`config.mk`:
```
export PLATFORM = sky130hd
export DESIGN_NAME = rv_stage_seq
export DESIGN_NICKNAME = d
export VERILOG_FILES = /design/src/rtl/rv_stage_seq_pkg.sv /design/src/rtl/rv_stage_seq_wb.sv /design/src/rtl/rv_stage_seq.sv
export SDC_FILE = /design/constraint.sdc
export NUM_CORES = 1
export LEC_CHECK = 0
export ABC_AREA = 1
export CAP_MARGIN = 20
export CORE_MARGIN = 2
export CORE_UTILIZATION = 42
export CTS_BUF_LIST = sky130_fd_sc_hd__clkbuf_8
export DETAILED_ROUTE_END_ITERATION = 8
export GPL_TIMING_DRIVEN = 0
export PLACE_DENSITY = 0.82
export SKIP_CTS_REPAIR_TIMING = 1
export SLEW_MARGIN = 20
export SYNTH_ARGS = -nofsm -noshare
export SYNTH_HDL_FRONTEND = slang
export SYNTH_SLANG_ARGS = --single-unit
```
`constraint.sdc`:
```
create_clock -name i_clk -period 1.8 [get_ports i_clk]
set_clock_uncertainty 0.15 [all_clocks]
set_input_delay 0.36 -clock i_clk [delete_from_list [all_inputs] [get_ports i_clk]]
set_output_delay 0.36 -clock i_clk [all_outputs]
set_load 0.005 [all_outputs]
```
`src/rtl/rv_stage_seq_pkg.sv`:
```
// Shared definitions for the multicycle RV stage sequencer.
// Contents:
//   stage_e       - stage codes seen on o_stage (FETCH=1 .. WRITE=5, HALT=7)
//   DONE_*        - bit positions inside the one-hot o_stage_done vector
//   *_DEF         - default slave-select field and TCM select value
//   wb_req_t      - one Wishbone request beat {adr, dat, sel, we}
package rv_stage_seq_pkg;

  typedef enum logic [2:0] {
    STAGE_FETCH   = 3'd1,
    STAGE_DECODE  = 3'd2,
    STAGE_EXECUTE = 3'd3,
    STAGE_MEMORY  = 3'd4,
    STAGE_WRITE   = 3'd5,
    STAGE_HALT    = 3'd7
  } stage_e;

  localparam int DONE_F = 0;
  localparam int DONE_D = 1;
  localparam int DONE_E = 2;
  localparam int DONE_M = 3;
  localparam int DONE_W = 4;

  localparam int         SEL_HI_DEF  = 31;
  localparam int         SEL_LO_DEF  = 28;
  localparam logic [3:0] TCM_SEL_DEF = 4'h0;

  typedef struct packed {
    logic [31:0] adr;
    logic [31:0] dat;
    logic [3:0]  sel;
    logic        we;
  } wb_req_t;

endpackage

```
`src/rtl/rv_stage_seq_wb.sv`:
```
// Single-beat Wishbone request/terminate engine with bus timeout.
// Ports:
//   i_clk, i_reset_n  clock, synchronous active-low reset
//   i_start           latch i_req; cyc/stb rise on the following cycle
//   i_req             request beat to register
//   i_ack, i_err      slave termination inputs
//   o_req             registered request, held stable until termination
//   o_cyc, o_stb      bus cycle / strobe
//   o_done            clean ACK termination this cycle
//   o_fault           ERR, or timeout expiry without ACK, this cycle
module rv_stage_seq_wb
  import rv_stage_seq_pkg::*;
#(
  parameter int WB_TIMEOUT = 255
) (
  input  logic    i_clk,
  input  logic    i_reset_n,
  input  logic    i_start,
  input  wb_req_t i_req,
  input  logic    i_ack,
  input  logic    i_err,
  output wb_req_t o_req,
  output logic    o_cyc,
  output logic    o_stb,
  output logic    o_done,
  output logic    o_fault
);

  localparam int CNT_W = (WB_TIMEOUT > 0) ? $clog2(WB_TIMEOUT + 1) : 1;
  localparam int LAST  = (WB_TIMEOUT > 0) ? WB_TIMEOUT - 1 : 0;
  localparam logic [CNT_W-1:0] LAST_CNT = CNT_W'(LAST);

  logic             cyc_q, cyc_d;
  wb_req_t          req_q, req_d;
  logic [CNT_W-1:0] cnt_q, cnt_d;
  logic             expire;

  // The counter holds the number of cyc-high cycles already elapsed, so the
  // cycle where it equals WB_TIMEOUT-1 is the last one allowed; an ACK there
  // still wins, and ERR always beats ACK.
  always_comb begin
    o_done  = cyc_q && i_ack && !i_err;
    expire  = (WB_TIMEOUT != 0) && cyc_q && !i_ack && !i_err && (cnt_q >= LAST_CNT);
    o_fault = (cyc_q && i_err) || expire;
    req_d   = req_q;
    cyc_d   = cyc_q;
    cnt_d   = cnt_q;
    if (i_start) begin
      req_d = i_req;
      cyc_d = 1'b1;
      cnt_d = '0;
    end else if (o_done || o_fault) begin
      cyc_d = 1'b0;
    end else if (cyc_q && (cnt_q != '1)) begin
      cnt_d = cnt_q + CNT_W'(1);
    end
  end

  always_ff @(posedge i_clk) begin
    if (!i_reset_n) begin
      cyc_q <= 1'b0;
      req_q <= '0;
      cnt_q <= '0;
    end else begin
      cyc_q <= cyc_d;
      req_q <= req_d;
      cnt_q <= cnt_d;
    end
  end

  assign o_req = req_q;
  assign o_cyc = cyc_q;
  assign o_stb = cyc_q;

endmodule

```
`src/rtl/rv_stage_seq.sv`:
```
// Stage sequencer and Wishbone master for the multicycle RV core.
// Steps FETCH->DECODE->EXECUTE->MEMORY->WRITE; external fetches and
// loads/stores wait on the bus, TCM accesses take one cycle. A bus error or
// timeout latches the faulting address and parks the sequencer in HALT.
// Ports:
//   i_clk, i_reset_n            clock, synchronous active-low reset
//   i_pc                        fetch PC[31:2]
//   i_mem_read/i_mem_write      MEMORY-stage load/store request
//   i_addr/i_wdata/i_sel        MEMORY-stage address, store data, byte lanes
//   o_wb_* / i_wb_*             classic single-beat Wishbone master
//   o_stage, o_stage_done       current stage code, one-hot stage completion
//   o_tcm_data_sel              MEMORY access targets the TCM
//   o_inst, o_inst_wb           instruction fetched over WB and its valid flag
//   o_rdata                     load data captured from WB
//   o_halted, o_fault_addr      fault status
module rv_stage_seq
  import rv_stage_seq_pkg::*;
#(
  parameter int                   TCM_ADDR_WIDTH = 12,
  parameter int                   SEL_HI         = SEL_HI_DEF,
  parameter int                   SEL_LO         = SEL_LO_DEF,
  parameter logic [SEL_HI-SEL_LO:0] TCM_SEL      = TCM_SEL_DEF,
  parameter int                   FETCH_WB       = 0,
  parameter int                   WB_TIMEOUT     = 255
) (
  input  logic        i_clk,
  input  logic        i_reset_n,
  input  logic [29:0] i_pc,
  input  logic        i_mem_read,
  input  logic        i_mem_write,
  input  logic [31:0] i_addr,
  input  logic [31:0] i_wdata,
  input  logic [3:0]  i_sel,
  output logic [31:0] o_wb_adr,
  output logic [31:0] o_wb_dat,
  input  logic [31:0] i_wb_dat,
  output logic        o_wb_we,
  output logic [3:0]  o_wb_sel,
  output logic        o_wb_stb,
  output logic        o_wb_cyc,
  input  logic        i_wb_ack,
  input  logic        i_wb_err,
  output logic [2:0]  o_stage,
  output logic [4:0]  o_stage_done,
  output logic        o_tcm_data_sel,
  output logic [31:0] o_inst,
  output logic        o_inst_wb,
  output logic [31:0] o_rdata,
  output logic        o_halted,
  output logic [31:0] o_fault_addr
);

  // The TCM word space must sit entirely below the slave-select field.
  if ((TCM_ADDR_WIDTH + 2 > SEL_LO) || (SEL_HI > 31) || (SEL_HI < SEL_LO)) begin : g_bad_cfg
    $error("rv_stage_seq: TCM range overlaps the slave-select field");
  end

  stage_e      stage_q, stage_d;
  logic [31:0] inst_q, inst_d;
  logic        inst_wb_q, inst_wb_d;
  logic [31:0] rdata_q, rdata_d;
  logic        halted_q, halted_d;
  logic [31:0] fault_addr_q, fault_addr_d;

  logic        wb_start, wb_cyc, wb_stb, wb_done, wb_fault;
  wb_req_t     wb_req_next, wb_req;
  logic [31:0] pc_byte;
  logic        pc_tcm, addr_tcm, fetch_wb, mem_access;

  assign pc_byte    = {i_pc, 2'b00};
  assign pc_tcm     = (pc_byte[SEL_HI:SEL_LO] == TCM_SEL);
  assign addr_tcm   = (i_addr[SEL_HI:SEL_LO] == TCM_SEL);
  assign fetch_wb   = (FETCH_WB != 0) && !pc_tcm;
  assign mem_access = i_mem_read || i_mem_write;

  rv_stage_seq_wb #(.WB_TIMEOUT(WB_TIMEOUT)) u_wb (
    .i_clk     (i_clk),
    .i_reset_n (i_reset_n),
    .i_start   (wb_start),
    .i_req     (wb_req_next),
    .i_ack     (i_wb_ack),
    .i_err     (i_wb_err),
    .o_req     (wb_req),
    .o_cyc     (wb_cyc),
    .o_stb     (wb_stb),
    .o_done    (wb_done),
    .o_fault   (wb_fault)
  );

  // A WB phase spends its first cycle launching the request (cyc still low)
  // and then waits while cyc is high; a fault overrides whatever the stage
  // would otherwise do. Store-with-read is issued as a write.
  always_comb begin
    stage_d      = stage_q;
    o_stage_done = '0;
    wb_start     = 1'b0;
    wb_req_next  = '0;
    inst_d       = inst_q;
    inst_wb_d    = inst_wb_q;
    rdata_d      = rdata_q;
    halted_d     = halted_q;
    fault_addr_d = fault_addr_q;
    case (stage_q)
      STAGE_FETCH: begin
        if (wb_cyc) begin
          if (wb_done) begin
            o_stage_done[DONE_F] = 1'b1;
            stage_d              = STAGE_DECODE;
            inst_d               = i_wb_dat;
            inst_wb_d            = 1'b1;
          end
        end else if (fetch_wb) begin
          wb_start        = 1'b1;
          wb_req_next.adr = pc_byte;
          wb_req_next.sel = 4'hF;
          wb_req_next.we  = 1'b0;
        end else begin
          o_stage_done[DONE_F] = 1'b1;
          stage_d              = STAGE_DECODE;
          inst_wb_d            = 1'b0;
        end
      end
      STAGE_DECODE: begin
        o_stage_done[DONE_D] = 1'b1;
        stage_d              = STAGE_EXECUTE;
      end
      STAGE_EXECUTE: begin
        o_stage_done[DONE_E] = 1'b1;
        stage_d              = STAGE_MEMORY;
      end
      STAGE_MEMORY: begin
        if (wb_cyc) begin
          if (wb_done) begin
            o_stage_done[DONE_M] = 1'b1;
            stage_d              = STAGE_WRITE;
            if (!wb_req.we) begin
              rdata_d = i_wb_dat;
            end
          end
        end else if (mem_access && !addr_tcm) begin
          wb_start        = 1'b1;
          wb_req_next.adr = i_addr;
          wb_req_next.dat = i_wdata;
          wb_req_next.sel = i_sel;
          wb_req_next.we  = i_mem_write;
        end else begin
          o_stage_done[DONE_M] = 1'b1;
          stage_d              = STAGE_WRITE;
        end
      end
      STAGE_WRITE: begin
        o_stage_done[DONE_W] = 1'b1;
        stage_d              = STAGE_FETCH;
      end
      STAGE_HALT: begin
        stage_d = STAGE_HALT;
      end
      default: begin
        stage_d = STAGE_WRITE;
      end
    endcase
    if (wb_fault) begin
      stage_d      = STAGE_HALT;
      halted_d     = 1'b1;
      fault_addr_d = wb_req.adr;
    end
    // The datapath must not load anything while reset is held.
    if (!i_reset_n) begin
      o_stage_done = '0;
    end
  end

  always_ff @(posedge i_clk) begin
    if (!i_reset_n) begin
      stage_q      <= STAGE_WRITE;
      inst_q       <= '0;
      inst_wb_q    <= 1'b0;
      rdata_q      <= '0;
      halted_q     <= 1'b0;
      fault_addr_q <= '0;
    end else begin
      stage_q      <= stage_d;
      inst_q       <= inst_d;
      inst_wb_q    <= inst_wb_d;
      rdata_q      <= rdata_d;
      halted_q     <= halted_d;
      fault_addr_q <= fault_addr_d;
    end
  end

  assign o_stage        = stage_q;
  assign o_tcm_data_sel = (stage_q == STAGE_MEMORY) && mem_access && addr_tcm;
  assign o_wb_adr       = wb_req.adr;
  assign o_wb_dat       = wb_req.dat;
  assign o_wb_sel       = wb_req.sel;
  assign o_wb_we        = wb_req.we;
  assign o_wb_cyc       = wb_cyc;
  assign o_wb_stb       = wb_stb;
  assign o_inst         = inst_q;
  assign o_inst_wb      = inst_wb_q;
  assign o_rdata        = rdata_q;
  assign o_halted       = halted_q;
  assign o_fault_addr   = fault_addr_q;

endmodule

```
After elaboration in Yosys (flattened, before gate mapping):

Cells that the tools add are included.

* add/sub/neg operators: 1
* magnitude comparators: 1
* equality and inequality tests: 14
* muxes and demuxes: 29
* bitwise operators: 3
* reduce and logical (&&, ||, !) cells: 26

Operator list (number)
* $mux W69: 2
* $mux W32: 2
* $pmux W3 S6: 1
* $mux W1: 16
* $mux W3: 5
* $ne A4 B2 Y1 const B: 3
* $logic_and A1 B1 Y1: 10
* $mux W5: 2
* $eq A3 B3 Y1 const B: 3
* $ne A3 B2 Y1 const B: 3
* $reduce_and A3 Y1: 3
* $add A8 B1 Y8 const B: 1
* $ge A8 B8 Y1 const B: 1
* $ne A8 B8 Y1 const B: 1
* $eq A3 B2 Y1 const B: 2
* $logic_not A4 Y1: 1
* $reduce_and A2 Y1: 2
* $reduce_and A4 Y1: 1
* $reduce_or A2 Y1: 2
* $eq A3 B1 Y1 const B: 1
* $logic_not A1 Y1: 3
* $logic_or A1 B1 Y1: 3
* $not A1 Y1: 3
* $mux W2: 1
* 2 further kinds: 2

* register bits after elaboration: 179
* logic and storage cells: 87

Longest topological paths before layout:

Gate-level depths: netlist (run 1).

* depth after elaboration: 8
* mapped depth: 10

Cells and area by module:

Synthesis (run 1) repeated with hierarchy kept, for this count alone.

* cell total of the unflattened synthesis: 1009
* area, all modules: 7163.1 sq um

By module, submodules not included
* rv_stage_seq: times used 1, cells an instance 620, area each 4277.9 sq um, sequential area each 2021.9 sq um
* rv_stage_seq_wb: times used 1, cells an instance 389, area each 2885.3 sq um, sequential area each 1561.5 sq um

Worst setup path after synthesis (run 1):

OpenSTA, ideal clock, no wires.

* path kind: register -> register
* start: reg u_wb.cnt_q[0]
* end: reg u_wb.cnt_q[1]
* library setup time: 0.113 ns
* data arrival time: 1.309 ns
* path slack: 0.228 ns
* stages on the path, launching flop included: 11
* clock period less this slack: 1.572 ns
* cells stage by stage: dfxtp_1 -> inv_1 -> ha_1 -> nor2_1 -> nor2_2 -> nand3_4 -> nand2_8 -> nor2_1 -> nand2_1 -> nand2_1 -> nor2_1

* cells in the longest elaborated chain, start to end: 6
* elaborated cells between the ends (all ways): 9
* those cells by class: add/sub: 1; order compare: 1; eq/ne: 1; bitwise: 1; reduce/logical: 5

RTL lines
* start: declaration: line rv_stage_seq_wb.sv:35 `logic [CNT_W-1:0] cnt_q, cnt_d;`
* start signal: assignment: line rv_stage_seq_wb.sv:67 `cnt_q <= cnt_d;`
* $ge A8 B8 Y1: line rv_stage_seq_wb.sv:43 `expire = (WB_TIMEOUT != 0) && cyc_q && !i_ack && !i_err && (cnt_q >= LAST_CNT);`
* $logic_and A1 B1 Y1: line rv_stage_seq_wb.sv:43
* $logic_or A1 B1 Y1: line rv_stage_seq_wb.sv:44 `o_fault = (cyc_q && i_err) || expire;`
* $logic_or A1 B1 Y1: line rv_stage_seq_wb.sv:52 `end else if (o_done || o_fault) begin`
* $not A1 Y1 (no source line)
* $reduce_and A2 Y1 (no source line)

Several ways; a longest one is shown, not always the timed one.
A chain may end at the register's enable or synchronous reset.

Final worst setup path (run 1):

* start: reg stage_q[1], in the netlist o_stage[1]
* end: out o_stage_done[1]

* cells in the longest elaborated chain, start to end: 3

RTL lines
* start: declaration: line rv_stage_seq.sv:58 `stage_e stage_q, stage_d;`
* start signal: assignment: line rv_stage_seq.sv:182 `stage_q <= stage_d;`
* $eq A3 B2 Y1: line rv_stage_seq.sv:103 `case (stage_q)`
* $mux W1: line rv_stage_seq.sv:103
* $mux W5: line rv_stage_seq.sv:168 `if (!i_reset_n) begin`
* end: declaration: line rv_stage_seq.sv:44 `output logic [4:0] o_stage_done,`

No other way between the ends.

==> results of run 1 <==
## Yosys cell counts (3+ instances only)
master and instances:
sky130_fd_sc_hd__nor2_1 337, sky130_fd_sc_hd__dfxtp_1 179, sky130_fd_sc_hd__o21ai_0 156, sky130_fd_sc_hd__nand2_1 40, sky130_fd_sc_hd__clkbuf_1 25, sky130_fd_sc_hd__buf_6 16, sky130_fd_sc_hd__inv_1 16, sky130_fd_sc_hd__nor2_2 15
sky130_fd_sc_hd__o21ai_1 13, sky130_fd_sc_hd__a21oi_1 11, sky130_fd_sc_hd__buf_2 9, sky130_fd_sc_hd__nand3_1 7, sky130_fd_sc_hd__nand4_1 4, sky130_fd_sc_hd__inv_2 3
## where the power goes
| part | internal (mW) | switching (mW) |
|---|---|---|
| clock | 1.29 | 1.52 |
| sequential | 4.27 | 0.204 |
| combinational | 1.01 | 0.895 |
| total | 6.57 | 2.62 |
## worst reg2reg max path, cell delays in order, from the launching register on
cell	delay [ns]
sky130_fd_sc_hd__dfxtp_2	0.36
sky130_fd_sc_hd__inv_1	0.06
sky130_fd_sc_hd__ha_1	0.20
sky130_fd_sc_hd__nor2_2	0.12
sky130_fd_sc_hd__nor2_2	0.06
sky130_fd_sc_hd__nand3_4	0.11
sky130_fd_sc_hd__nand2_8	0.08
sky130_fd_sc_hd__buf_12	0.14
sky130_fd_sc_hd__buf_6	0.14
sky130_fd_sc_hd__o21ai_0	0.17
sky130_fd_sc_hd__nor2_1	0.06
## flip-flops by register name, summed over array words and instances, names as in the netlist
name,flops
o_inst,32
u_wb.o_cyc,1
o_inst_wb,1
o_halted,1
o_rdata,32
o_fault_addr,32
u_wb.o_req,69
u_wb.cnt_q,8
o_stage,3
## per-stage QoR
stage / setup TNS, ns / power [mW]
finish: -0.577 / 9.19
CTS: -37.22 / 9.08
floorplan: 0 / 5.24
detailed placement: -100.89 / 6.31
global route: -1.58 / 9.59
global placement: -98.74 / 6.28
## metal layers
layer	share of wire [%]	routed length [um]	vias to the layer above
li1	-	-	3405
met1	38	8970	3253
met2	49	11500	266
met3	9.6	2250	44
met4	2.7	619	2
met5	0.069	16	-
## kinds of logic (layout without fill, tap and decap cells)
| logic type | after synthesis | count (layout) | synth area share (%) |
|---|---|---|---|
| and+or+nand+nor | 415 | 416 | 25.5 |
| DFF | 179 | 179 | 53.7 |
| buffers and inverters | 73 | 414 | 6.20 |
| AOI/OAI and AO/OA | 182 | 182 | 13.8 |
| xor gates and xnor gates | 4 | 4 | 0.525 |
| adders and majority gates | 2 | 2 | 0.375 |
## path summary, 6_finish.rpt
path | from | endpoint | slack [ns] | cells after the start
setup / recovery | o_stage[1] | o_stage_done[1] | -0.14 | 3
hold / removal | i_addr[28] | u_wb.o_req[65] | 0.06 | 3
setup reg to reg | u_wb.cnt_q[0] | o_fault_addr[5] | 0.04 | 10
hold reg to reg | o_inst_wb | o_inst_wb | 0.31 | 2
## cells in the final DEF (no fill, tap or decap), types with 16 or more instances in the layout
cell,instances
sky130_fd_sc_hd__nor2_1,332
sky130_fd_sc_hd__dlymetal6s2s_1,181
sky130_fd_sc_hd__o21ai_0,138
sky130_fd_sc_hd__dfxtp_1,114
sky130_fd_sc_hd__clkdlybuf4s50_1,96
sky130_fd_sc_hd__dfxtp_2,60
sky130_fd_sc_hd__nand2_1,34
sky130_fd_sc_hd__o21ai_1,30
sky130_fd_sc_hd__buf_6,22
sky130_fd_sc_hd__buf_4,20
sky130_fd_sc_hd__clkbuf_1,18
sky130_fd_sc_hd__clkbuf_8,18
sky130_fd_sc_hd__nor2_2,16
## layout make-up
class | count | area [um2]
buffer | 51 | 335
sequential | 179 | 3680
timing repair buffer | 309 | 3490
clock buffer | 18 | 248
inverter | 22 | 101
fill | 1168 | 4670
clock inverter | 14 | 149
tap | 216 | 270
multi-input combinational | 604 | 2770
==> metrics.txt, run 1 <==
# TYPE chip_impl_metric gauge
chip_impl_metric{name="cap_viol_max_count",unit=""} 0
chip_impl_info{name="gr-max-usage-layer",value="met2"} 1
chip_impl_metric{name="portBuffers",unit=""} 283
chip_impl_metric{name="die_w",unit="um"} 130
chip_impl_metric{name="synth_top_cell_area_share",unit="%"} 53.7
chip_impl_metric{name="design.die.area",unit="um2"} 16900
chip_impl_metric{name="global_route.usage.met2",unit="%"} 43.5
chip_impl_metric{name="max_freq",unit="GHz"} 0.515
chip_impl_metric{name="critPathMaxStageDelay",unit="ns"} 0.42
chip_impl_metric{name="cellPowerDensity",unit="nW/um2"} 832
chip_impl_info{name="clock_root_buffer",value="sky130_fd_sc_hd__clkbuf_8"} 1
chip_impl_metric{name="route.final.wire_length",unit="mm"} 23.3
chip_impl_metric{name="io_pins",unit=""} 314
chip_impl_info{name="failing_checks",value="setup timing"} 1
chip_impl_metric{name="max_slew_margin",unit="%"} 62.7
chip_impl_metric{name="antenna-diode-count",unit=""} 0
chip_impl_metric{name="grt_max_degree",unit=""} 17
chip_impl_metric{name="clock_tree.buffer_depth",unit=""} 2
chip_impl_metric{name="finalHoldWorstSlack",unit="ns"} 0.0580
chip_impl_metric{name="wire_length_of_the_first_global_routing_pass",unit="mm"} 32.1
chip_impl_metric{name="arrival",unit="ns"} 1.43
chip_impl_info{name="synth_top_flop_cell",value="sky130_fd_sc_hd__dfxtp_1"} 1
chip_impl_metric{name="vias_per_cell",unit=""} 4.93
chip_impl_metric{name="numCtsBuffers",unit=""} 17
chip_impl_metric{name="syn-instance-count",unit=""} 855
chip_impl_metric{name="ys_seq_elements",unit=""} 179
chip_impl_metric{name="cts-htree-levels",unit=""} 4
chip_impl_metric{name="start_util",unit="%"} 42.5
chip_impl_info{name="run_status",value="finished, violations left"} 1
chip_impl_metric{name="layout.core_utilization",unit="%"} 70.3
chip_impl_info{name="critical-path-top-delay-family",value="flip-flops"} 1
chip_impl_metric{name="synth_enable_flop_cells",unit=""} 0
chip_impl_metric{name="setup_viol_count_final",unit=""} 5
chip_impl_metric{name="crit_buf_inv",unit=""} 2
chip_impl_metric{name="grt_util_met1",unit="%"} 26.6
chip_impl_metric{name="preCtsSetupSlack",unit="ns"} -0.968
chip_impl_metric{name="drcViolationCount",unit=""} 0
chip_impl_metric{name="final_net_count",unit=""} 1322
chip_impl_info{name="cts_tree",value="done"} 1
chip_impl_info{name="synth_area_leader",value="sky130_fd_sc_hd__dfxtp_1"} 1
chip_impl_metric{name="firstDrtPassIters",unit=""} 6
chip_impl_metric{name="mappedNetlistArea",unit="um2"} 6680
chip_impl_metric{name="grtUsageTotal",unit="%"} 24.9
chip_impl_metric{name="critical_path.max_fanout",unit=""} 5
chip_impl_info{name="crit_chain",value="inv_4 > nor4_1 > dlymetal6s2s_1"} 1
chip_impl_metric{name="via_count_of_the_first_global_routing_pass",unit=""} 6322
chip_impl_metric{name="placed_cells",unit=""} 1354
chip_impl_metric{name="worst_slew_pin_slew",unit="ns"} 0.559
chip_impl_metric{name="drv_slew",unit=""} 0
chip_impl_metric{name="fraction_of_met3_tracks_used_by_global_routing",unit="%"} 10.5
chip_impl_metric{name="p_leak",unit="nW"} 7.48
chip_impl_metric{name="timing.critical_path.required",unit="ns"} 1.29
chip_impl_metric{name="synthesis.nets",unit=""} 993
chip_impl_metric{name="setup_slack",unit="ns"} -0.143
chip_impl_metric{name="ys.warnings.count",unit=""} 0
chip_impl_metric{name="ys_types",unit=""} 30
chip_impl_metric{name="postRouteAntennaNets",unit=""} 0
chip_impl_info{name="critical_path.slowest_cell",value="sky130_fd_sc_hd__dfxtp_4"} 1
chip_impl_info{name="critical_path_class",value="flop to primary output"} 1
chip_impl_metric{name="clkLatencyLatePin",unit="ns"} 0.46
chip_impl_metric{name="core_area",unit="um2"} 15700
chip_impl_metric{name="asyncSetResetFlopFracSynth",unit="%"} 0
chip_impl_info{name="hold_removal_path_class",value="input port to flop"} 1
chip_impl_metric{name="drt_iter0_drc",unit=""} 335
chip_impl_metric{name="final_non_filler_cell_total",unit=""} 1413
chip_impl_info{name="critPathCaptureType",value="primary output"} 1
chip_impl_metric{name="period_needed",unit="ns"} 1.94
chip_impl_metric{name="drive_above_1_share",unit="%"} 17.7
chip_impl_metric{name="areaGrowthSynthToFinish",unit="%"} 65.3
chip_impl_metric{name="post-route-cell-area",unit="um2"} 11000
chip_impl_metric{name="vias",unit=""} 6970
chip_impl_metric{name="path_clk_slew",unit="ns"} 0.09
chip_impl_metric{name="globalplace.congestion",unit=""} 0.845
chip_impl_metric{name="max-vdd-ir-drop",unit="mV"} 0.486
chip_impl_metric{name="grt.overflow.total",unit=""} 0
chip_impl_info{name="grt_setup_unrepaired",value="true"} 1
chip_impl_metric{name="antenna_found_initial",unit=""} 1
chip_impl_metric{name="die_height",unit="um"} 130
chip_impl_metric{name="cts_num_sinks",unit=""} 179
chip_impl_info{name="worst_setup_path_start_kind",value="flop"} 1
chip_impl_metric{name="detail_route.wl_per_cell",unit="um"} 16.5
chip_impl_metric{name="post_dp_hpwl",unit="mm"} 16.3
chip_impl_metric{name="placement.cell_area",unit="um2"} 9780
chip_impl_info{name="post_synth_main_area_contributors",value="sky130_fd_sc_hd__dfxtp_1, sky130_fd_sc_hd__nor2_1, sky130_fd_sc_hd__o21ai_0"} 1
chip_impl_metric{name="fp_rows",unit=""} 46
chip_impl_metric{name="timing.final.hold_violations",unit=""} 0
chip_impl_metric{name="final.period_utilization",unit="%"} 108
chip_impl_metric{name="synth-seq-area-share",unit="%"} 53.7
chip_impl_metric{name="avgSynthCellArea",unit="um2"} 7.81
No activity file was read; power rests on OpenSTA's default activity.
==> run 2: changes to the inputs <==
- ABC_AREA: 1 -> unset
- CORE_UTILIZATION: 42 -> 45
- PLACE_DENSITY: 0.82 -> 0.83
- SYNTH_HIERARCHICAL: unset -> 1
==> run 2 against run 1 <==
The flow still finishes with violations (setup timing). Setup slack got worse by 0.42 ns. Routed wire length is 19% higher. Synthesized cell count down 6.7%. Hold slack better by 0.065 ns. Count of clock-buffer cells in the layout did not move. Final cell count shrank 0.99%. Global-route usage up 0.30 points. Highest routed layer is now met4. Utilization is 9.1 points higher. Clock power grew 7.1%. First-iteration DRC count up 50%. Sequential share of layout area decreased by 5.0 points. Via count grew 8.4%.
==> metrics.txt, run 2 <==
# TYPE chip_impl_metric gauge
chip_impl_metric{name="p_comb_share",unit="%"} 21.0
chip_impl_info{name="yosysMostFrequentCell",value="sky130_fd_sc_hd__dfxtp_1"} 1
chip_impl_metric{name="final.setup.tns",unit="ns"} -38.90
chip_impl_metric{name="met2RoutedLength",unit="mm"} 13.6
chip_impl_metric{name="p_leak",unit="nW"} 7.54
chip_impl_metric{name="worst_slew_pin_slew",unit="ns"} 0.615
chip_impl_metric{name="post_dp_hpwl",unit="mm"} 17.2
chip_impl_metric{name="cts_num_sinks",unit=""} 179
chip_impl_metric{name="met3_length",unit="mm"} 1.48
chip_impl_metric{name="timing.final.hold_violations",unit=""} 0
chip_impl_metric{name="drcViolationCount",unit=""} 0
chip_impl_metric{name="synth_top_cell_area_share",unit="%"} 47.0
chip_impl_metric{name="max_freq",unit="GHz"} 0.424
chip_impl_metric{name="drt_iter0_drc",unit=""} 502
chip_impl_metric{name="numCtsBuffers",unit=""} 17
chip_impl_metric{name="route.final.wire_length",unit="mm"} 27.9
chip_impl_metric{name="vias",unit=""} 7558
chip_impl_metric{name="firstDrtPassIters",unit=""} 5
chip_impl_metric{name="start_util",unit="%"} 45.9
chip_impl_metric{name="finalHoldWorstSlack",unit="ns"} 0.123
chip_impl_metric{name="period_needed",unit="ns"} 2.36
chip_impl_metric{name="critPathMaxStageDelay",unit="ns"} 0.39
chip_impl_info{name="routed.top_layer",value="met4"} 1
chip_impl_metric{name="ys_types",unit=""} 44
chip_impl_metric{name="io_pins",unit=""} 314
chip_impl_info{name="critPathCaptureType",value="primary output"} 1
chip_impl_metric{name="drive_above_1_share",unit="%"} 27.5
chip_impl_metric{name="avgSynthCellArea",unit="um2"} 9.55
chip_impl_info{name="worst_setup_path_start_kind",value="flop"} 1
chip_impl_metric{name="detail_route.wl_per_cell",unit="um"} 19.9
chip_impl_metric{name="synth-seq-area-share",unit="%"} 47.0
chip_impl_info{name="synth_top_flop_cell",value="sky130_fd_sc_hd__dfxtp_1"} 1
chip_impl_metric{name="core_area",unit="um2"} 16600
chip_impl_info{name="cts_tree",value="done"} 1
chip_impl_metric{name="design.die.area",unit="um2"} 18000
chip_impl_metric{name="ys.warnings.count",unit=""} 6
chip_impl_metric{name="grtUsageTotal",unit="%"} 25.2
chip_impl_metric{name="power_frac_clock",unit="%"} 33.9
chip_impl_metric{name="critical_path.max_fanout",unit=""} 6
chip_impl_metric{name="final_net_count",unit=""} 1304
chip_impl_metric{name="power.switching",unit="mW"} 2.43
chip_impl_metric{name="clkLatencyLatePin",unit="ns"} 0.48
chip_impl_metric{name="areaGrowthSynthToFinish",unit="%"} 72.8
chip_impl_info{name="layout_commonest_cell",value="sky130_fd_sc_hd__dlymetal6s2s_1"} 1
chip_impl_metric{name="timing.critical_path.required",unit="ns"} 1.29
chip_impl_metric{name="setup_slack",unit="ns"} -0.561
chip_impl_metric{name="final.period_utilization",unit="%"} 131
chip_impl_metric{name="syn-instance-count",unit=""} 798
chip_impl_metric{name="clock_tree.buffer_depth",unit=""} 2
chip_impl_info{name="critical_path.slowest_cell",value="sky130_fd_sc_hd__or3b_1"} 1
chip_impl_metric{name="portBuffers",unit=""} 282
chip_impl_metric{name="antenna-diode-count",unit=""} 0
chip_impl_metric{name="cap_viol_max_count",unit=""} 0
chip_impl_metric{name="cellPowerDensity",unit="nW/um2"} 674
chip_impl_metric{name="grt_max_degree",unit=""} 17
chip_impl_info{name="synth_commonest_cells",value="sky130_fd_sc_hd__dfxtp_1, sky130_fd_sc_hd__nor2b_1, sky130_fd_sc_hd__mux2i_1, sky130_fd_sc_hd__and2_1, sky130_fd_sc_hd__nand3_1"} 1
chip_impl_metric{name="postRouteAntennaNets",unit=""} 0
chip_impl_metric{name="max-vdd-ir-drop",unit="mV"} 0.514
chip_impl_info{name="crit_chain",value="buf_6 > or3b_1 > buf_6 > buf_8 > nor3_2 > buf_2"} 1
chip_impl_info{name="most-common-layout-cells",value="sky130_fd_sc_hd__dlymetal6s2s_1, sky130_fd_sc_hd__nor2b_1, sky130_fd_sc_hd__clkdlybuf4s50_1"} 1
chip_impl_metric{name="layout.core_utilization",unit="%"} 79.4
chip_impl_metric{name="cts-htree-levels",unit=""} 4
chip_impl_info{name="failing_checks",value="setup timing"} 1
chip_impl_metric{name="die_height",unit="um"} 134
chip_impl_metric{name="post-route-cell-area",unit="um2"} 13200
chip_impl_info{name="post_synth_main_area_contributors",value="sky130_fd_sc_hd__dfxtp_1, sky130_fd_sc_hd__mux2i_1, sky130_fd_sc_hd__nor2b_1"} 1
chip_impl_metric{name="placement.cell_area",unit="um2"} 11000
chip_impl_metric{name="antenna_found_initial",unit=""} 0
chip_impl_metric{name="vias_per_cell",unit=""} 5.40
chip_impl_info{name="hold_removal_path_class",value="input port to flop"} 1
chip_impl_metric{name="setup_viol_count_final",unit=""} 133
chip_impl_metric{name="power.internal",unit="mW"} 6.45
chip_impl_metric{name="n_fill_cell",unit=""} 975
chip_impl_info{name="grt_setup_unrepaired",value="true"} 1
chip_impl_metric{name="path_clk_slew",unit="ns"} 0.10
chip_impl_metric{name="wire_length_of_the_first_global_routing_pass",unit="mm"} 35.6
chip_impl_metric{name="synth_enable_flop_cells",unit=""} 0
chip_impl_metric{name="max_slew_margin",unit="%"} 59.0
chip_impl_metric{name="via_count_of_the_first_global_routing_pass",unit=""} 6586
chip_impl_metric{name="die_w",unit="um"} 134
chip_impl_metric{name="fp_rows",unit=""} 47
chip_impl_info{name="critical_path.most_common_cell",value="sky130_fd_sc_hd__buf_6"} 1
chip_impl_metric{name="arrival",unit="ns"} 1.85
chip_impl_metric{name="synthesis.nets",unit=""} 936
chip_impl_metric{name="swShare",unit="%"} 27.3
chip_impl_metric{name="largest_register_ff_count",unit=""} 69
chip_impl_metric{name="ys_seq_elements",unit=""} 179
chip_impl_info{name="run_status",value="finished, violations left"} 1
chip_impl_metric{name="asyncSetResetFlopFracSynth",unit="%"} 0
chip_impl_info{name="synth_area_leader",value="sky130_fd_sc_hd__dfxtp_1"} 1
chip_impl_info{name="critical_path_class",value="flop to primary output"} 1
chip_impl_metric{name="globalplace.congestion",unit=""} 0.859
chip_impl_metric{name="grt.overflow.total",unit=""} 0
chip_impl_metric{name="drv_slew",unit=""} 0
chip_impl_metric{name="drt-met1-wl",unit="mm"} 11.7
chip_impl_metric{name="mappedNetlistArea",unit="um2"} 7620
chip_impl_info{name="clock_root_buffer",value="sky130_fd_sc_hd__clkbuf_8"} 1
chip_impl_metric{name="power_frac_seq",unit="%"} 45.1
==> run 2: changes by cell type after synthesis, sizes merged, moves of 37 or more <==
cell / delta
nor2: -344
mux2i: +101
and2: +70
a21boi: +64
nand3: +59
nand2: -37
o21ai: -102
nor2b: +105
==> run 2: worst max-delay path: cells and delay by family, from the launching register on <==
family / cells / cell delay, ns
flip-flops: 1 / 0.34
buffers and inverters: 4 / 0.55
AND/OR/NAND/NOR: 2 / 0.48
==> run 2: power by group through the flow <==
stage | Sequential, mW | Combinational (mW) | Clock [mW]
finish | 4.01 | 1.87 | 3.01
global route | 4.01 | 1.94 | 3.17
CTS | 4.01 | 1.23 | 3.00
detailed placement | 4.10 | 1.22 | 0
global placement | 4.10 | 1.22 | 0
floorplan | 4.10 | 0.695 | 0
==> run 2: final cells by class <==
cell class,instances,area [um2],area share [%]
Inverter,5,21.3,0.162
Timing Repair Buffer,354,4020,30.6
Clock inverter,14,176,1.34
Sequential cell,179,3720,28.3
Buffer,65,666,5.06
Multi-Input combinational cell,544,4030,30.6
Tap cell,220,275,2.09
Clock buffer,18,248,1.88
==> run 2: path summary, 6_finish.rpt <==
path | start | end | slack, ns | depth (start not counted)
setup / recovery | o_stage[1] | o_stage_done[3] | -0.56 | 6
hold / removal | i_reset_n | o_inst[4] | 0.12 | 2
setup reg to reg | o_stage[1] | u_wb/o_req[5] | -0.53 | 9
hold reg to reg | o_rdata[27] | o_rdata[27] | 0.31 | 2
==> run 2: logic make-up (layout without fill, tap and decap cells) <==
logic type	count (synthesis)	after routing	share of synthesized area [%]
adders and majority gates	2	2	0.328
muxes	101	101	13.3
DFF	179	179	47.0
xor gates and xnor gates	1	1	0.115
and+or+nand+nor	286	286	22.5
AOI/OAI and AO/OA	154	154	12.8
buffers and inverters	75	456	4.01
==> run 2: routing by layer <==
layer | track usage [%] | vias up
li1 | - | 3481
met4 | 10.8 | 0
met5 | 0 | -
met3 | 5.63 | 88
met1 | 32.1 | 3668
met2 | 41.4 | 321
==> run 2: per-stage QoR <==
step	instances	setup WS (ns)	power, mW
floorplan	798	-0.282	4.80
global placement	1300	-1.02	5.32
detailed placement	1300	-0.997	5.33
CTS	1332	-1.51	8.25
global route	1399	-0.593	9.12
finish	1399	-0.561	8.88
==> run 3: changes to the inputs <==
- ABC_AREA: unset -> 1
- CORE_UTILIZATION: 45 -> 44
==> run 3 against run 2 <==
The flow still finishes with violations (setup timing). Flip-flop and latch count stayed put. Routed wire length is 7.9% lower. Maximum frequency is 19% higher. Critical endpoint is now o_stage_done[0]. Combinational power is 55% higher. Design area is 9.6% lower. Non-clock buffer count is 44 lower. Sequential power is 16% higher. Register-to-register slack better by 0.45 ns. Die area is 3.7% lower. Synthesized cell count is 26% higher.
==> metrics.txt, run 3 <==
# TYPE chip_impl_metric gauge
chip_impl_info{name="run_status",value="finished, violations left"} 1
chip_impl_info{name="failing_checks",value="setup timing"} 1
chip_impl_metric{name="setup_slack",unit="ns"} -0.191
chip_impl_metric{name="largest_register_ff_count",unit=""} 69
chip_impl_metric{name="max_slew_margin",unit="%"} 57.7
chip_impl_metric{name="final_non_filler_cell_total",unit=""} 1574
chip_impl_metric{name="vias",unit=""} 7807
chip_impl_info{name="critical_path_class",value="flop to primary output"} 1
chip_impl_metric{name="placed_cells",unit=""} 1508
chip_impl_metric{name="placement.cell_area",unit="um2"} 10300
chip_impl_metric{name="cap_viol_max_count",unit=""} 0
chip_impl_metric{name="critical_path.max_fanout",unit=""} 3
chip_impl_info{name="yosysMostFrequentCell",value="sky130_fd_sc_hd__nor2_1"} 1
chip_impl_metric{name="syn-instance-count",unit=""} 1009
chip_impl_metric{name="setup_viol_count_final",unit=""} 22
chip_impl_metric{name="timing.critical_path.required",unit="ns"} 1.29
chip_impl_metric{name="die_height",unit="um"} 132
chip_impl_metric{name="preCtsSetupSlack",unit="ns"} -1.36
chip_impl_metric{name="drive_above_1_share",unit="%"} 20.9
chip_impl_metric{name="clock_tree.buffer_depth",unit=""} 2
chip_impl_metric{name="vias_per_cell",unit=""} 4.96
chip_impl_info{name="grt_setup_unrepaired",value="true"} 1
chip_impl_info{name="post_synth_main_area_contributors",value="sky130_fd_sc_hd__dfxtp_1, sky130_fd_sc_hd__nor2_1, sky130_fd_sc_hd__o21ai_0"} 1
chip_impl_metric{name="worst_slew_pin_slew",unit="ns"} 0.635
chip_impl_metric{name="drv_slew",unit=""} 0
chip_impl_metric{name="ys_types",unit=""} 28
chip_impl_metric{name="max_freq",unit="GHz"} 0.502
chip_impl_metric{name="post_dp_hpwl",unit="mm"} 17.1
chip_impl_metric{name="wire_length_of_the_first_global_routing_pass",unit="mm"} 36.1
chip_impl_metric{name="synth-seq-area-share",unit="%"} 50.0
chip_impl_metric{name="globalplace.congestion",unit=""} 0.895
chip_impl_metric{name="post-route-cell-area",unit="um2"} 11900
chip_impl_info{name="crit_chain",value="nand2_4 > nor2_4 > nor2_4 > inv_2 > nand2_4 > nor2_2 > buf_2"} 1
chip_impl_metric{name="route.final.wire_length",unit="mm"} 25.7
chip_impl_metric{name="drcViolationCount",unit=""} 0
chip_impl_info{name="worst_setup_path_start_kind",value="flop"} 1
chip_impl_metric{name="cts_num_sinks",unit=""} 179
chip_impl_metric{name="synth_enable_flop_cells",unit=""} 0
chip_impl_metric{name="numCtsBuffers",unit=""} 17
chip_impl_metric{name="ys.warnings.count",unit=""} 6
chip_impl_metric{name="synth_top_cell_area_share",unit="%"} 50.0
chip_impl_metric{name="firstDrtPassIters",unit=""} 5
chip_impl_info{name="layout_commonest_cell",value="sky130_fd_sc_hd__nor2_1"} 1
chip_impl_metric{name="p_leak",unit="nW"} 8.38
chip_impl_metric{name="grtUsageTotal",unit="%"} 26.0
chip_impl_metric{name="mappedNetlistArea",unit="um2"} 7160
chip_impl_info{name="most-common-layout-cells",value="sky130_fd_sc_hd__nor2_1, sky130_fd_sc_hd__dlymetal6s2s_1, sky130_fd_sc_hd__o21ai_0"} 1
chip_impl_metric{name="detail_route.wl_per_cell",unit="um"} 16.3
chip_impl_metric{name="finalHoldWorstSlack",unit="ns"} 0.155
chip_impl_metric{name="timing.final.hold_violations",unit=""} 0
chip_impl_info{name="synth_area_leader",value="sky130_fd_sc_hd__dfxtp_1"} 1
chip_impl_metric{name="ff2ff_setup_slack",unit="ns"} -0.08
chip_impl_info{name="critical_path.slowest_cell",value="sky130_fd_sc_hd__dfxtp_4"} 1
chip_impl_info{name="critical-path-top-delay-family",value="simple AND/OR/NAND/NOR gates"} 1
chip_impl_metric{name="portBuffers",unit=""} 283
chip_impl_metric{name="ys_seq_elements",unit=""} 179
chip_impl_metric{name="period_needed",unit="ns"} 1.99
chip_impl_metric{name="antenna-diode-count",unit=""} 0
chip_impl_metric{name="die_w",unit="um"} 132
chip_impl_info{name="synth_top_flop_cell",value="sky130_fd_sc_hd__dfxtp_1"} 1
chip_impl_info{name="cts_tree",value="done"} 1
chip_impl_metric{name="core_area",unit="um2"} 15900
chip_impl_metric{name="asyncSetResetFlopFracSynth",unit="%"} 0
chip_impl_metric{name="crit_buf_inv",unit=""} 2
chip_impl_metric{name="start_util",unit="%"} 45.1
chip_impl_metric{name="via_count_of_the_first_global_routing_pass",unit=""} 7103
chip_impl_metric{name="grt_max_degree",unit=""} 19
chip_impl_metric{name="max-vdd-ir-drop",unit="mV"} 0.604
chip_impl_metric{name="areaGrowthSynthToFinish",unit="%"} 66.1
chip_impl_metric{name="antenna_found_initial",unit=""} 0
chip_impl_metric{name="io_pins",unit=""} 314
chip_impl_metric{name="final_net_count",unit=""} 1483
chip_impl_info{name="synth_commonest_cells",value="sky130_fd_sc_hd__nor2_1, sky130_fd_sc_hd__dfxtp_1, sky130_fd_sc_hd__o21ai_0, sky130_fd_sc_hd__inv_1, sky130_fd_sc_hd__nand2_1"} 1
chip_impl_metric{name="postRouteAntennaNets",unit=""} 0
chip_impl_metric{name="critPathMaxStageDelay",unit="ns"} 0.39
chip_impl_metric{name="fp_rows",unit=""} 46
chip_impl_metric{name="avgSynthCellArea",unit="um2"} 7.10
chip_impl_metric{name="synthesis.nets",unit=""} 1147
chip_impl_info{name="clock_root_buffer",value="sky130_fd_sc_hd__clkbuf_8"} 1
chip_impl_metric{name="clkLatencyLatePin",unit="ns"} 0.45
chip_impl_metric{name="arrival",unit="ns"} 1.48
chip_impl_metric{name="design.die.area",unit="um2"} 17300
chip_impl_metric{name="drt_iter0_drc",unit=""} 493
chip_impl_metric{name="path_clk_slew",unit="ns"} 0.11
chip_impl_metric{name="cts-htree-levels",unit=""} 4
chip_impl_metric{name="final.period_utilization",unit="%"} 111
chip_impl_metric{name="cellPowerDensity",unit="nW/um2"} 863
chip_impl_metric{name="grt.overflow.total",unit=""} 0
chip_impl_info{name="critPathCaptureType",value="primary output"} 1
chip_impl_info{name="hold_removal_path_class",value="input port to flop"} 1
-- run 3: layout make-up --
type                       count  area (um2)
fill                        1108        3990
clock buffer                  18         248
buffer                        57         485
timing repair buffer         318        3550
multi-input combinational    679        3110
sequential                   179        3720
tap                          216         270
clock inverter                14         133
inverter                      93         374
-- run 3: worst register-to-register path, stage by stage, from the launching register on --
cell and delay (ns):
sky130_fd_sc_hd__dfxtp_4 0.39, sky130_fd_sc_hd__nand2_4 0.07, sky130_fd_sc_hd__nor2_4 0.15, sky130_fd_sc_hd__buf_4 0.14, sky130_fd_sc_hd__nand2_2 0.11, sky130_fd_sc_hd__nor2_4 0.15
sky130_fd_sc_hd__nand2_4 0.10, sky130_fd_sc_hd__clkbuf_4 0.21, sky130_fd_sc_hd__o21ai_0 0.23, sky130_fd_sc_hd__nor2_1 0.09
-- run 3: worst paths after layout --
check              from  depth (start not counted)         endpoint
max          u_wb/o_cyc                          7  o_stage_done[0]
min           i_reset_n                          3      o_rdata[22]
max reg2reg  u_wb/o_cyc                          9       o_rdata[7]
min reg2reg    o_halted                          2         o_halted
-- run 3: layer usage --
| metal | vias to the layer above | wire [um] | global-route usage [%] |
|---|---|---|---|
| met4 | 0 | 631 | 8.82 |
| met1 | 3618 | 9870 | 28.9 |
| met3 | 54 | 2310 | 9.72 |
| met2 | 337 | 12900 | 45.8 |
| li1 | 3798 | - | - |
| met5 | - | 0 | 0 |
-- run 3: cell families after synthesis --
group | after synthesis | synth area share (%)
and+or+nand+nor | 503 | 27.6
xor gates and xnor gates | 1 | 0.122
DFF | 179 | 50.0
AOI/OAI and AO/OA | 173 | 12.3
adders and majority gates | 2 | 0.349
buffers and inverters | 151 | 9.68
-- run 3: power breakdown --
group | switching, mW | internal (mW)
clock | 1.64 | 1.06
combinational | 1.43 | 1.47
sequential | 0.280 | 4.39
total | 3.35 | 6.92
-- run 3: per-stage QoR --
step | util, % | power, mW | TNS (ns)
final | 74.9 | 10.3 | -0.974
after global routing | 74.9 | 10.8 | -5.70
after CTS | 67.1 | 9.74 | -86.84
after detailed placement | 64.7 | 7.06 | -147.44
after global placement | 64.7 | 7.02 | -142.57
after floorplan | - | 5.69 | 0
